===== src/rtl/seg_display_mux.sv =====
// Multiplexed seven-segment driver: scans digits leftmost first from a
// per-frame input snapshot, with brightness PWM, blanking, blink and hex.
module seg_display_mux #(
  parameter int NUM_DIGITS  = 4,
  parameter int SLOT_CYCLES = 16
) (
  input  logic                    fast_clk,
  input  logic                    rst,
  input  logic [4*NUM_DIGITS-1:0] digits_in,
  input  logic [NUM_DIGITS-1:0]   dp_in,
  input  logic [NUM_DIGITS-1:0]   blank_mask,
  input  logic [NUM_DIGITS-1:0]   blink_en,
  input  logic                    blink_phase,
  input  logic                    hex_mode,
  input  logic                    lz_suppress,
  input  logic [3:0]              brightness,
  output logic [7:0]              segments,
  output logic [NUM_DIGITS-1:0]   enables,
  output logic                    frame_tick
);

  localparam int CW    = $clog2(SLOT_CYCLES);
  localparam int IW    = (NUM_DIGITS > 1) ? $clog2(NUM_DIGITS) : 1;
  localparam int SCALE = SLOT_CYCLES / 16;
  localparam logic [CW-1:0] CNT_LAST = CW'(SLOT_CYCLES - 1);
  localparam logic [IW-1:0] IDX_TOP  = IW'(NUM_DIGITS - 1);

  logic [CW-1:0]           cnt_q, cnt_d;
  logic [IW-1:0]           idx_q, idx_d;
  logic [4*NUM_DIGITS-1:0] dig_q, dig_d;
  logic [NUM_DIGITS-1:0]   dp_q, dp_d;
  logic [NUM_DIGITS-1:0]   blank_q, blank_d;
  logic [NUM_DIGITS-1:0]   blen_q, blen_d;
  logic                    bph_q, bph_d;
  logic                    hex_q, hex_d;
  logic                    lz_q, lz_d;
  logic [3:0]              bri_q, bri_d;
  logic [7:0]              seg_q, seg_d;
  logic [NUM_DIGITS-1:0]   en_q, en_d;
  logic                    tick_q, tick_d;

  logic [NUM_DIGITS-1:0]   dark;
  logic                    zero_run;
  logic                    lead;
  logic [3:0]              cur_val;
  logic                    cur_dp;
  logic                    cur_dark;
  logic [31:0]             on_lim;
  logic                    lit;

  function automatic logic [6:0] glyph(input logic [3:0] v);
    logic [6:0] g;
    unique case (v)
      4'h0: g = 7'h40;
      4'h1: g = 7'h79;
      4'h2: g = 7'h24;
      4'h3: g = 7'h30;
      4'h4: g = 7'h19;
      4'h5: g = 7'h12;
      4'h6: g = 7'h02;
      4'h7: g = 7'h78;
      4'h8: g = 7'h00;
      4'h9: g = 7'h10;
      4'hA: g = 7'h08;
      4'hB: g = 7'h03;
      4'hC: g = 7'h46;
      4'hD: g = 7'h21;
      4'hE: g = 7'h06;
      4'hF: g = 7'h0E;
    endcase
    return g;
  endfunction

  always_comb begin
    cnt_d   = cnt_q + CW'(1);
    idx_d   = idx_q;
    dig_d   = dig_q;
    dp_d    = dp_q;
    blank_d = blank_q;
    blen_d  = blen_q;
    bph_d   = bph_q;
    hex_d   = hex_q;
    lz_d    = lz_q;
    bri_d   = bri_q;
    if (cnt_q == CNT_LAST) begin
      cnt_d = '0;
      idx_d = (idx_q == '0) ? IDX_TOP : idx_q - IW'(1);
    end
    // Snapshot is only taken while the dead-time slot of the top digit runs
    if (idx_q == IDX_TOP && cnt_q == '0) begin
      dig_d   = digits_in;
      dp_d    = dp_in;
      blank_d = blank_mask;
      blen_d  = blink_en;
      bph_d   = blink_phase;
      hex_d   = hex_mode;
      lz_d    = lz_suppress;
      bri_d   = brightness;
    end
  end

  always_comb begin
    dark     = '0;
    zero_run = 1'b1;
    lead     = 1'b0;
    for (int i = NUM_DIGITS - 1; i >= 0; i--) begin
      zero_run = zero_run && (dig_q[4*i +: 4] == 4'd0);
      lead     = lz_q && (i != 0) && zero_run;
      dark[i]  = blank_q[i] || (blen_q[i] && bph_q) ||
                 (!hex_q && dig_q[4*i +: 4] >= 4'd10) || lead;
    end
  end

  always_comb begin
    cur_val  = '0;
    cur_dp   = 1'b0;
    cur_dark = 1'b1;
    for (int i = 0; i < NUM_DIGITS; i++) begin
      if (idx_q == IW'(i)) begin
        cur_val  = dig_q[4*i +: 4];
        cur_dp   = dp_q[i];
        cur_dark = dark[i];
      end
    end
    on_lim = (32'(bri_q) + 32'd1) * 32'(SCALE);
    lit    = (cnt_q != '0) && (32'(cnt_q) < on_lim) && !cur_dark;
    seg_d  = 8'hFF;
    en_d   = '1;
    if (lit) begin
      seg_d = {~cur_dp, glyph(cur_val)};
      en_d  = ~(NUM_DIGITS'(1) << idx_q);
    end
    tick_d = (idx_q == '0) && (cnt_q == CNT_LAST);
  end

  always_ff @(posedge fast_clk) begin
    if (rst) begin
      cnt_q   <= '0;
      idx_q   <= IDX_TOP;
      dig_q   <= '0;
      dp_q    <= '0;
      blank_q <= '0;
      blen_q  <= '0;
      bph_q   <= 1'b0;
      hex_q   <= 1'b0;
      lz_q    <= 1'b0;
      bri_q   <= '0;
      seg_q   <= 8'hFF;
      en_q    <= '1;
      tick_q  <= 1'b0;
    end else begin
      cnt_q   <= cnt_d;
      idx_q   <= idx_d;
      dig_q   <= dig_d;
      dp_q    <= dp_d;
      blank_q <= blank_d;
      blen_q  <= blen_d;
      bph_q   <= bph_d;
      hex_q   <= hex_d;
      lz_q    <= lz_d;
      bri_q   <= bri_d;
      seg_q   <= seg_d;
      en_q    <= en_d;
      tick_q  <= tick_d;
    end
  end

  assign segments   = seg_q;
  assign enables    = en_q;
  assign frame_tick = tick_q;

endmodule


===== config.mk =====
export PLATFORM = sky130hd
export DESIGN_NAME = seg_display_mux
export DESIGN_NICKNAME = d
export VERILOG_FILES = /design/src/rtl/seg_display_mux.sv
export SDC_FILE = /design/constraint.sdc
export NUM_CORES = 1
export LEC_CHECK = 0
export BUFFER_PORTS_ARGS = -buffer_cell sky130_fd_sc_hd__buf_2
export CAP_MARGIN = 20
export CORE_MARGIN = 2
export CORE_UTILIZATION = 53
export CTS_BUF_LIST = sky130_fd_sc_hd__clkbuf_8
export DETAILED_ROUTE_END_ITERATION = 8
export GPL_TIMING_DRIVEN = 0
export PLACE_DENSITY = 0.86
export SLEW_MARGIN = 15
export SYNTH_ARGS = -nofsm -noshare
export SYNTH_HDL_FRONTEND = slang
export SYNTH_SLANG_ARGS = --single-unit
export TNS_END_PERCENT = 20

===== constraint.sdc =====
create_clock -name fast_clk -period 5.4 [get_ports fast_clk]
set_input_delay 0.81 -clock fast_clk [delete_from_list [all_inputs] [get_ports fast_clk]]
set_output_delay 0.81 -clock fast_clk [all_outputs]
set_load 0.01 [all_outputs]

==> qor.yml <==
timing:
  rsz0062_at_grt: "false"
  tns_ns: 0
  slew_headroom_pct: 62.7
  min_period_ns: 2.67
  hold_viol_final: 0
  finalWorstSetupSlack_ns: 2.73
  final_max_slew_viol_count: 0
  skew_ns: 0.00865
  max_freq_mhz: 375
  worst_hold_slack_ns: 0.460
  setup_viol: 0
  worst_slew_pin_slew_ns: 0.557
  post-route-period-util_pct: 49.4
route:
  drt_iter0_drc: 157
  drt_drc_violations_left: 0
  num_vias: 2310
  dr.pass1.iters: 4
  vias_per_cell: 5.45
  ant_nets: 0
  finalWirelength_mm: 5.51
  wire_per_inst_um: 13.0
critical_path:
  end_kind: "flip-flop"
  path_max_fanout: 10
  crit_required_ns: 5.58
  worstPathCellList: "inv_1, ha_1, buf_2, a211oi_1, o21ai_0, o211ai_1, inv_1, ha_1, mux2_2, a22oi_1, nand3_1"
  critPathLaunchType: "flip-flop"
  critical_path.max_stage_delay_ns: 0.38
  worst-setup-path-type: "flip-flop to flip-flop"
  cp_slowest_cell: "dfxtp_1"
  crit_buf_inv: 3
  rrSetupSlack_ns: 2.73
  cpLargestDelayFamily: "compound AO/OA/AOI/OAI gates"
  worstPathArrival_ns: 2.85
placed_design:
  place_congestion: 0.825
  dp_slack_ns: 2.78
  dp_hpwl_mm: 4.12
  portBuffers: 48
cts:
  cts_root_buffer: "clkbuf_8"
  clock_tree.htree_level_count: 2
  postCtsSetupBuffers: 0
  path_clk_slew_ns: 0.09
  cts_resized: 0
  clock_path_buffers: 2
  holdBufCountCts: 0
  numCtsBuffers: 5
  cts_sinks: 54
  clk_latency_ns: 0.31
  tritoncts: "done"
synth:
  synthCells: 315
  synth_warnings: 0
  ys_types: 44
  synth.area.top_cells: "dfxtp_1, nand2_1, a21oi_1"
  netlist.area_leader.share_pct: 42.0
  ys_ff_latch: 54
  syn_area_per_cell_um2: 8.18
  synth_nets: 368
  synth-seq-area-share_pct: 42.0
  synth_top_area_cell: "dfxtp_1"
  syn_area_mm2: 0.00258
run_status:
  status: "finished clean"
power:
  power_frac_comb_pct: 20.8
  cellLeakagePower_uw: 0.00122
  p_seq_share_pct: 54.7
  netSwitchingFraction_pct: 29.5
  p_clk_share_pct: 24.6
  vdd_drop_max_mv: 0.189
  power.internal_uw: 590
  power_density_mw_per_mm2: 283
  switching_power_uw: 247
global_route:
  grt_pass1_vias: 2083
  antenna_found_initial: 0
  grt_max_degree: 15
  globalRoute.totalOverflow: 0
  grt_pass1_wl_mm: 9.29
  track_usage_pct: 22.2
floorplanning:
  io_pins: 50
  fp.dieH_um: 73.7
  rows: 25
  die_w_um: 73.7
  core_area_mm2: 0.00469
  start_util_pct: 54.9
  die_area_mm2: 0.00543
layout:
  nets: 423
  layout_common_cells: "nand2_1, buf_2, dfxtp_1"
  nFillCells: 435
  antenna_cells: 0
  area_growth_pct: 14.9
  drive_gt1_share_pct: 18.9
  final_common_cell: "nand2_1"
flow_run:
  drv_cap: 0
worst_hold_path:
  worst_hold_path_type: "flip-flop to flip-flop"
flip-flops by register name, indices dropped and copies added (netlist names):
register and flops:
frame_tick 1, hex_q 1, bri_q 4, bph_q 1, lz_q 1, blen_q 4
idx_q 2, cnt_q 4, segments 8, blank_q 4, dp_q 4, dig_q 16
enables 4
power by group through the flow:
stage | clock, µW | sequential (µW) | combinational, µW
after floorplan | 0 | 463 | 120
after global placement | 0 | 465 | 167
after detailed placement | 0 | 466 | 172
after CTS | 208 | 457 | 174
after global routing | 225 | 462 | 198
final | 206 | 457 | 174
worst min-delay path, cell delays in order, from the launching register on:
cell and delay, ns:
dfxtp_1 0.32, nand2_1 0.05, a21oi_1 0.05
cell usage after synthesis:
master / count
clkbuf_1: 8
dfxtp_1: 54
or2_2: 1
a2bb2oi_1: 1
and3_1: 1
a2111oi_4: 1
mux2i_1: 3
xor2_1: 1
buf_1: 2
buf_4: 1
ha_1: 16
nand2_1: 80
inv_1: 13
o2111ai_1: 1
mux2_2: 4
a21o_1: 1
a31oi_1: 1
a22oi_1: 1
nand4_1: 1
or3_1: 1
and2_1: 1
or4b_1: 1
a221oi_1: 1
o311a_1: 1
o2bb2ai_1: 1
nor2b_1: 4
a211oi_1: 7
buf_2: 9
xnor2_1: 2
o22a_1: 1
a2111oi_0: 1
nor3_1: 2
a21oi_1: 42
nor3b_1: 6
nor4_1: 1
o21ai_0: 6
or4_1: 2
nor2_1: 7
a211o_1: 1
nand3_1: 13
o211ai_1: 7
nand3b_1: 5
nand2b_1: 1
buf_6: 1
area by class of cell:
class / count / area [µm²] / area share [%]
well taps: 54 / 67.6 / 2.28
flip-flops and latches: 54 / 1080 / 36.5
inverters: 13 / 48.8 / 1.65
repair buffers: 48 / 240 / 8.11
multi-input cells: 227 / 1350 / 45.4
clock buffers: 5 / 68.8 / 2.32
clock inverters: 2 / 7.51 / 0.254
plain buffers: 21 / 101 / 3.42
cells by family (layout without fill, tap and decap cells):
group                    Yosys count  after routing  synth area share, %
AO/OA/AOI/OAI                     74             74                 18.1
XOR/XNOR                           3              3                 1.02
adder cells (fa/ha/maj)           16             16                 7.77
buffers and inverters             34             89                 5.83
flip-flops                        54             54                 42.0
multiplexers                       7              7                 2.91
AND/OR/NAND/NOR                  127            127                 22.4
per-stage QoR:
stage          cell area, µm²  instances  util, %  total power, µW
2_1_floorplan            2580        315        -              583
3_3_place_gp             2880        417     61.5              632
3_5_place_dp             2880        417     61.5              639
4_1_cts                  2960        424     63.1              839
5_1_grt                  2960        424     63.1              885
6_report                 2960        424     63.1              837
routing by layer:
metal / track usage, % / share of wire [%]
met5: 0 / 0
met4: 6.46 / 1.5
met3: 5.62 / 4.5
met2: 38.1 / 49
met1: 27.3 / 45
worst paths after layout:
path                                from           to  cells past startpoint
worst max register to register  idx_q[0]  segments[6]                     11
worst min register to register   dp_q[2]      dp_q[2]                      2
worst max-delay path            idx_q[0]  segments[6]                     11
worst min-delay path             dp_q[2]      dp_q[2]                      2
Power figures use the tool's default switching activity.
